$ cat config.mk
export PLATFORM = sky130hd
export DESIGN_NAME = regfile_wb_arbiter_flat
export DESIGN_NICKNAME = d
export VERILOG_FILES = /design/src/rtl/regfile_wb_arbiter_if.sv /design/src/rtl/regfile_wb_arbiter.sv /design/src/flat_wrapper.sv
export SDC_FILE = /design/constraint.sdc
export NUM_CORES = 1
export LEC_CHECK = 0
export ABC_AREA = 1
export BUFFER_PORTS_ARGS = -buffer_cell sky130_fd_sc_hd__buf_2
export CAP_MARGIN = 30
export CELL_PAD_IN_SITES_DETAIL_PLACEMENT = 0
export CELL_PAD_IN_SITES_GLOBAL_PLACEMENT = 1
export CORE_UTILIZATION = 32
export CTS_CLUSTER_DIAMETER = 150
export DETAILED_ROUTE_END_ITERATION = 7
export GPL_TIMING_DRIVEN = 0
export PLACE_DENSITY_LB_ADDON = 0.05
export REMOVE_ABC_BUFFERS = 1
export SLEW_MARGIN = 25
export SYNTH_ARGS = -nofsm -noshare
export SYNTH_HDL_FRONTEND = slang
export SYNTH_SLANG_ARGS = --single-unit
$ cat constraint.sdc
create_clock -name clk -period 7.4 [get_ports clk]
set_input_delay 1.48 -clock clk [delete_from_list [all_inputs] [get_ports clk]]
set_output_delay 1.48 -clock clk [all_outputs]
set_load 0.05 [all_outputs]
$ cat src/rtl/regfile_wb_arbiter_if.sv
// rtl/regfile_wb_arbiter_if.sv - ALU/MEM writeback requests and registered regfile write port
interface regfile_wb_arbiter_if #(
  parameter int DATA_WIDTH    = 64,
  parameter int ADDRESS_WIDTH = 5
) ();
  logic                     alu_valid;
  logic [ADDRESS_WIDTH-1:0] alu_wa;
  logic [DATA_WIDTH-1:0]    alu_wd;
  logic                     alu_ready;

  logic                     mem_valid;
  logic [ADDRESS_WIDTH-1:0] mem_wa;
  logic [DATA_WIDTH-1:0]    mem_wd;
  logic                     mem_ready;

  logic                     RegWrite;
  logic [ADDRESS_WIDTH-1:0] wa;
  logic [DATA_WIDTH-1:0]    wd;
  logic                     init_done;

  modport slave (
    input  alu_valid, alu_wa, alu_wd,
    output alu_ready,
    input  mem_valid, mem_wa, mem_wd,
    output mem_ready,
    output RegWrite, wa, wd, init_done
  );

  modport master (
    output alu_valid, alu_wa, alu_wd,
    input  alu_ready,
    output mem_valid, mem_wa, mem_wd,
    input  mem_ready,
    input  RegWrite, wa, wd, init_done
  );
endinterface

$ cat src/rtl/regfile_wb_arbiter.sv
// rtl/regfile_wb_arbiter.sv - clears the regfile after reset, then arbitrates ALU/MEM writebacks
// REGFILE_WB_RR_ARB_EN selects round-robin arbitration; otherwise MEM has fixed priority.
module regfile_wb_arbiter #(
  parameter int DATA_WIDTH    = 64,
  parameter int ADDRESS_WIDTH = 5,
  parameter int REGISTER_SIZE = 2**ADDRESS_WIDTH
) (
  input  logic                  clk,
  input  logic                  reset,
  regfile_wb_arbiter_if.slave   bus
);

  typedef enum logic {S_INIT, S_RUN} state_t;

  state_t                   r_state;
  state_t                   w_state_next;
  logic [ADDRESS_WIDTH-1:0] r_init_cnt;
  logic [ADDRESS_WIDTH-1:0] w_init_cnt_next;
  logic                     r_init_done;
  logic                     w_init_done_next;
  logic                     w_init_last;

  logic                     w_contested;
  logic                     w_mem_wins;
  logic                     w_alu_grant;
  logic                     w_mem_grant;

  logic                     r_reg_write;
  logic [ADDRESS_WIDTH-1:0] r_wa;
  logic [DATA_WIDTH-1:0]    r_wd;
  logic                     w_reg_write_next;
  logic [ADDRESS_WIDTH-1:0] w_wa_next;
  logic [DATA_WIDTH-1:0]    w_wd_next;

  assign w_init_last = (r_init_cnt == ADDRESS_WIDTH'(REGISTER_SIZE - 1));
  assign w_contested = bus.alu_valid & bus.mem_valid;

  always_ff @(posedge clk or posedge reset) begin
    if (reset) begin
      r_state     <= S_INIT;
      r_init_cnt  <= '0;
      r_init_done <= 1'b0;
    end else begin
      r_state     <= w_state_next;
      r_init_cnt  <= w_init_cnt_next;
      r_init_done <= w_init_done_next;
    end
  end

  always_comb begin
    w_state_next     = r_state;
    w_init_cnt_next  = r_init_cnt;
    w_init_done_next = r_init_done;
    case (r_state)
      S_INIT: begin
        w_init_cnt_next = r_init_cnt + ADDRESS_WIDTH'(1);
        if (w_init_last) begin
          w_state_next     = S_RUN;
          w_init_cnt_next  = '0;
          w_init_done_next = 1'b1;
        end
      end
      S_RUN:   w_state_next = S_RUN;
      default: w_state_next = S_INIT;
    endcase
  end

`ifdef REGFILE_WB_RR_ARB_EN
  // Pointer moves only on contested grants; 0 favours MEM.
  logic r_rr_favour_alu;

  always_ff @(posedge clk or posedge reset) begin
    if (reset) begin
      r_rr_favour_alu <= 1'b0;
    end else if (r_state == S_RUN && w_contested) begin
      r_rr_favour_alu <= w_mem_grant;
    end
  end

  assign w_mem_wins = ~r_rr_favour_alu;
`else
  assign w_mem_wins = 1'b1;
`endif

  always_comb begin
    w_alu_grant      = 1'b0;
    w_mem_grant      = 1'b0;
    w_reg_write_next = 1'b0;
    w_wa_next        = r_wa;
    w_wd_next        = r_wd;
    if (r_state == S_RUN) begin
      if (w_contested) begin
        w_mem_grant = w_mem_wins;
        w_alu_grant = ~w_mem_wins;
      end else begin
        w_mem_grant = bus.mem_valid;
        w_alu_grant = bus.alu_valid;
      end
    end
    if (r_state == S_INIT) begin
      w_reg_write_next = 1'b1;
      w_wa_next        = r_init_cnt;
      w_wd_next        = '0;
    end else if (w_mem_grant) begin
      // x0 is hardwired zero: accept the request but suppress the write strobe
      w_reg_write_next = |bus.mem_wa;
      w_wa_next        = bus.mem_wa;
      w_wd_next        = bus.mem_wd;
    end else if (w_alu_grant) begin
      w_reg_write_next = |bus.alu_wa;
      w_wa_next        = bus.alu_wa;
      w_wd_next        = bus.alu_wd;
    end
  end

  always_ff @(posedge clk or posedge reset) begin
    if (reset) begin
      r_reg_write <= 1'b0;
      r_wa        <= '0;
      r_wd        <= '0;
    end else begin
      r_reg_write <= w_reg_write_next;
      r_wa        <= w_wa_next;
      r_wd        <= w_wd_next;
    end
  end

  assign bus.alu_ready = w_alu_grant;
  assign bus.mem_ready = w_mem_grant;
  assign bus.RegWrite  = r_reg_write;
  assign bus.wa        = r_wa;
  assign bus.wd        = r_wd;
  assign bus.init_done = r_init_done;

endmodule

$ cat src/flat_wrapper.sv
// flat-port wrapper written by rule: the top's interface ports become plain ports
module regfile_wb_arbiter_flat 
#(
  parameter int DATA_WIDTH    = 64,
  parameter int ADDRESS_WIDTH = 5,
  parameter int REGISTER_SIZE = 2**ADDRESS_WIDTH
)
  (clk, reset, bus_alu_valid, bus_alu_wa, bus_alu_wd, bus_alu_ready, bus_mem_valid, bus_mem_wa, bus_mem_wd, bus_mem_ready, bus_RegWrite, bus_wa, bus_wd, bus_init_done);
  regfile_wb_arbiter_if #(.DATA_WIDTH(DATA_WIDTH), .ADDRESS_WIDTH(ADDRESS_WIDTH)) bus_i ();
  input  logic clk;
  input  logic reset;
  input wire logic [$bits(bus_i.alu_valid)-1:0] bus_alu_valid;
  input wire logic [$bits(bus_i.alu_wa)-1:0] bus_alu_wa;
  input wire logic [$bits(bus_i.alu_wd)-1:0] bus_alu_wd;
  output wire logic [$bits(bus_i.alu_ready)-1:0] bus_alu_ready;
  input wire logic [$bits(bus_i.mem_valid)-1:0] bus_mem_valid;
  input wire logic [$bits(bus_i.mem_wa)-1:0] bus_mem_wa;
  input wire logic [$bits(bus_i.mem_wd)-1:0] bus_mem_wd;
  output wire logic [$bits(bus_i.mem_ready)-1:0] bus_mem_ready;
  output wire logic [$bits(bus_i.RegWrite)-1:0] bus_RegWrite;
  output wire logic [$bits(bus_i.wa)-1:0] bus_wa;
  output wire logic [$bits(bus_i.wd)-1:0] bus_wd;
  output wire logic [$bits(bus_i.init_done)-1:0] bus_init_done;
  assign bus_i.alu_valid = bus_alu_valid;
  assign bus_i.alu_wa = bus_alu_wa;
  assign bus_i.alu_wd = bus_alu_wd;
  assign bus_alu_ready = bus_i.alu_ready;
  assign bus_i.mem_valid = bus_mem_valid;
  assign bus_i.mem_wa = bus_mem_wa;
  assign bus_i.mem_wd = bus_mem_wd;
  assign bus_mem_ready = bus_i.mem_ready;
  assign bus_RegWrite = bus_i.RegWrite;
  assign bus_wa = bus_i.wa;
  assign bus_wd = bus_i.wd;
  assign bus_init_done = bus_i.init_done;
  regfile_wb_arbiter #(.DATA_WIDTH(DATA_WIDTH), .ADDRESS_WIDTH(ADDRESS_WIDTH), .REGISTER_SIZE(REGISTER_SIZE)) u_core (.clk(clk), .reset(reset), .bus(bus_i));
endmodule
==> reports/results.tsv <==
stage	metric	value	unit
outcome	status	finished, final reports clean	
sta	hold_ws	463.0	ps
floorplanning	full die area	12790	sq um
global_routing	global-route congestion overflow total	0	
worst_setup_path	CP Data Required Time	5920	ps
floorplanning	effective utilization at floorplan	0.3289	
clock_network	Hold-fix buffers, CTS	0	
pwr	Peak VDD IR	0.09420	mV
global_routing	GRT Total Usage	0.1818	
clock_network	post_cts resized	0	
sta	Final Slew Violations	0	
clock_network	Post-CTS Repair Setup Buffers	0	
worst_setup_path	CP Capture Type	output pin	
flow_run	Max-Cap Viols	0	
worst_setup_path	CP top delay family	buffers and inverters	
placed_design	dpl hpwl	7874	um
clock_network	H-tree depth	3	
placed_design	Place WS	3320	ps
layout	layout cells sized above 1	0.3085	
global_routing	largest net degree at the start of global routing	71	
placed_design	I/O Buffers	214	
synth	most area-consuming cells after synthesis	dfrtp_1 (49%), nand2_1 (40%), buf_2 (2.4%)	
sta	setup TNS	0	ps
synth	Synth Flop Type	dfrtp_1	
clock_network	CTS tree	built	
synth	Async SR Flop Fraction	1.000	
pwr	PwrDens	227.4	nW/um^2
placed_design	Placed Cells	909	
route	DR WL/cell	11.90	um
layout	Final nets	918	
layout	final core utilization	0.4495	
route	Post-DRT Antenna Nets	0	
sta	final setup margin	3321	ps
pwr	leakage	3.338	nW
worst_setup_path	Worst path slowest cell	inv_2	
worst_setup_path	r2r setup slk	5140	ps
worst_setup_path	CP cell instances	buf_2, nand2_1, inv_2, buf_2	
floorplanning	core area	12010	sq um
floorplanning	die height	113.1	um
worst_setup_path	Register-to-Register Path Depth	7	
worst_setup_path	worst r2r src	u_core.r_state$_DFF_PP0_	
sta	Final min period	4079	ps
clock_network	Clk Latency, worst-skew pair	320	ps
global_routing	initial antenna violation count	0	
sta	final hold vios	0	
synth	Yosys cell types	21	
route	Residual DRC	0	
sta	unrepaired setup endpoints after global routing	no	
clock_network	clk buf depth	2	
min_path	Worst Hold End	u_core.bus.init_done$_DFFE_PP0P_	
worst_setup_path	most used cell, CP	buf_2	
route	via count	4060	
clock_network	CTS sink cnt	77	
synth	Synth top area share	0.4878	
sta	setup violators final	0	
route	Pre-Repair DR Iteration Count	4	
worst_setup_path	crit path DAT	2600	ps
placed_design	GP Congestion	0.7412	
sta	Slew Limit Headroom	0.4940	
sta	Max Fclk	245.1	MHz
min_path	WHS Path Cells	2	
layout	antenna cells	0	
clock_network	CTS clk-pin slew, worst paths	60	ps
route	final WL	11010	um
worst_setup_path	critical path launch point type	input pin	
sta	Layout Skew	4.672	ps
global_routing	number of global-route vias before repair	3834	
worst_setup_path	WS Path Type	input pin to output pin	
global_routing	first-pass GRT wire length	18500	um
synth	Synth Warn #	0	
layout	Syn-to-layout area delta	36.68	%
worst_setup_path	Buf/Inv on CP	3	
sta	Worst-Margin Slew	757.2	ps
floorplanning	# rows	40	
worst_setup_path	largest fanout on the critical path	31	
synth	largest area contributor in the netlist	dfrtp_1	
worst_setup_path	Worst R2R End	u_core.bus.wd[23]$_DFFE_PP0P_	
min_path	worst min path class	flip-flop to flip-flop	
clock_network	CTS buffer count	9	
synth	Synth Register Bits	77	
floorplanning	Die X-Extent	113.1	um
synth	number of flops mapped to enable cells by yosys	0	
synth	most instantiated cells after synthesis	nand2_1 (420), dfrtp_1 (77), buf_2 (19), nand3_1 (17), nor2_1 (10)	
sta	post-route clock period utilization	0.5513	
synth	count leader, synth	nand2_1	
synth	Cells after Synth	576	
floorplanning	# IOs	215	
clock_network	Root Buffer	clkbuf_16	
worst_setup_path	WP depth	4	
synth	synthesized cell area	3950	sq um
worst_setup_path	slowest cell delay on critical path	430	ps
route	DRC marker count from the first detailed-route iteration	97	
synth	Mapped Avg Cell Area	6.858	sq um
min_path	hold_sp	u_core.bus.init_done$_DFFE_PP0P_	
synth	register area share after synthesis	0.4878	
layout	fin cells	925	
route	Vias/cell	4.389	
report_power, final:
part	total, mW	switching, mW	leakage [nW]	internal [mW]
sequential	0.479	0.0188	0.940	0.460
combinational	0.334	0.246	2.26	0.0882
clock	0.414	0.162	0.139	0.253
worst min-delay path, stage by stage (launching register included):
cell and delay (ps):
dfrtp_1 340, inv_1 40, nand2_1 50
cell families after synthesis:
family | count (synthesis) | share of synthesized area
DFF | 77 | 0.4878
AOI/OAI and AO/OA | 2 | 0.002532
buffers and inverters | 41 | 0.05512
muxes | 1 | 0.002534
adders and majority gates | 2 | 0.006334
and+or+nand+nor | 453 | 0.4457
state kept, by name, indices dropped and copies added (netlist names):
signal	flops
u_core.bus.RegWrite	1
u_core.bus.wa	5
u_core.r_state	1
u_core.r_init_cnt	5
u_core.bus.wd	64
u_core.bus.init_done	1
final cells by class:
class,instances,area [sq um]
clock inverter,1,5.005
sequential,77,1927
tap,147,183.9
fill,1294,6613
inverter,10,45.04
timing repair buffer,218,1159
multi-input combinational,458,1805
clock buffer,14,274.0
per-stage QoR:
step / total power [mW] / cell area, sq um
2_1_floorplan: 0.7090 / 3772
6_report: 1.228 / 5399
5_1_grt: 1.296 / 5399
3_3_place_gp: 0.8181 / 5027
4_1_cts: 1.248 / 5379
3_5_place_dp: 0.8242 / 5100
worst max-delay path by stage:
stage                       start       endpoint  slack, ps
finish              bus_mem_valid  bus_mem_ready       3320
global placement    bus_mem_valid  bus_mem_ready       2300
CTS                 bus_mem_valid  bus_mem_ready       3320
floorplan           bus_mem_valid  bus_mem_ready       3220
detailed placement  bus_mem_valid  bus_mem_ready       3320
global route        bus_mem_valid  bus_mem_ready       3240
per-layer routing:
layer,track usage,share of wire
met1,0.2237,0.45
met2,0.3198,0.48
met3,0.03589,0.059
met4,0.05789,0.012
met5,0,0
cells in the final DEF (no fill, tap or decap), types with 2 or more instances in the layout:
cell type,netlist,layout
buf_12,0,3
buf_2,19,214
clkbuf_1,5,2
clkbuf_16,0,9
clkbuf_8,0,3
dfrtp_1,77,77
ha_1,2,2
inv_1,7,5
inv_2,2,2
inv_4,1,3
nand2_1,420,420
nand3_1,17,17
nor2_1,10,10
No activity file was read; power rests on OpenSTA's default activity.
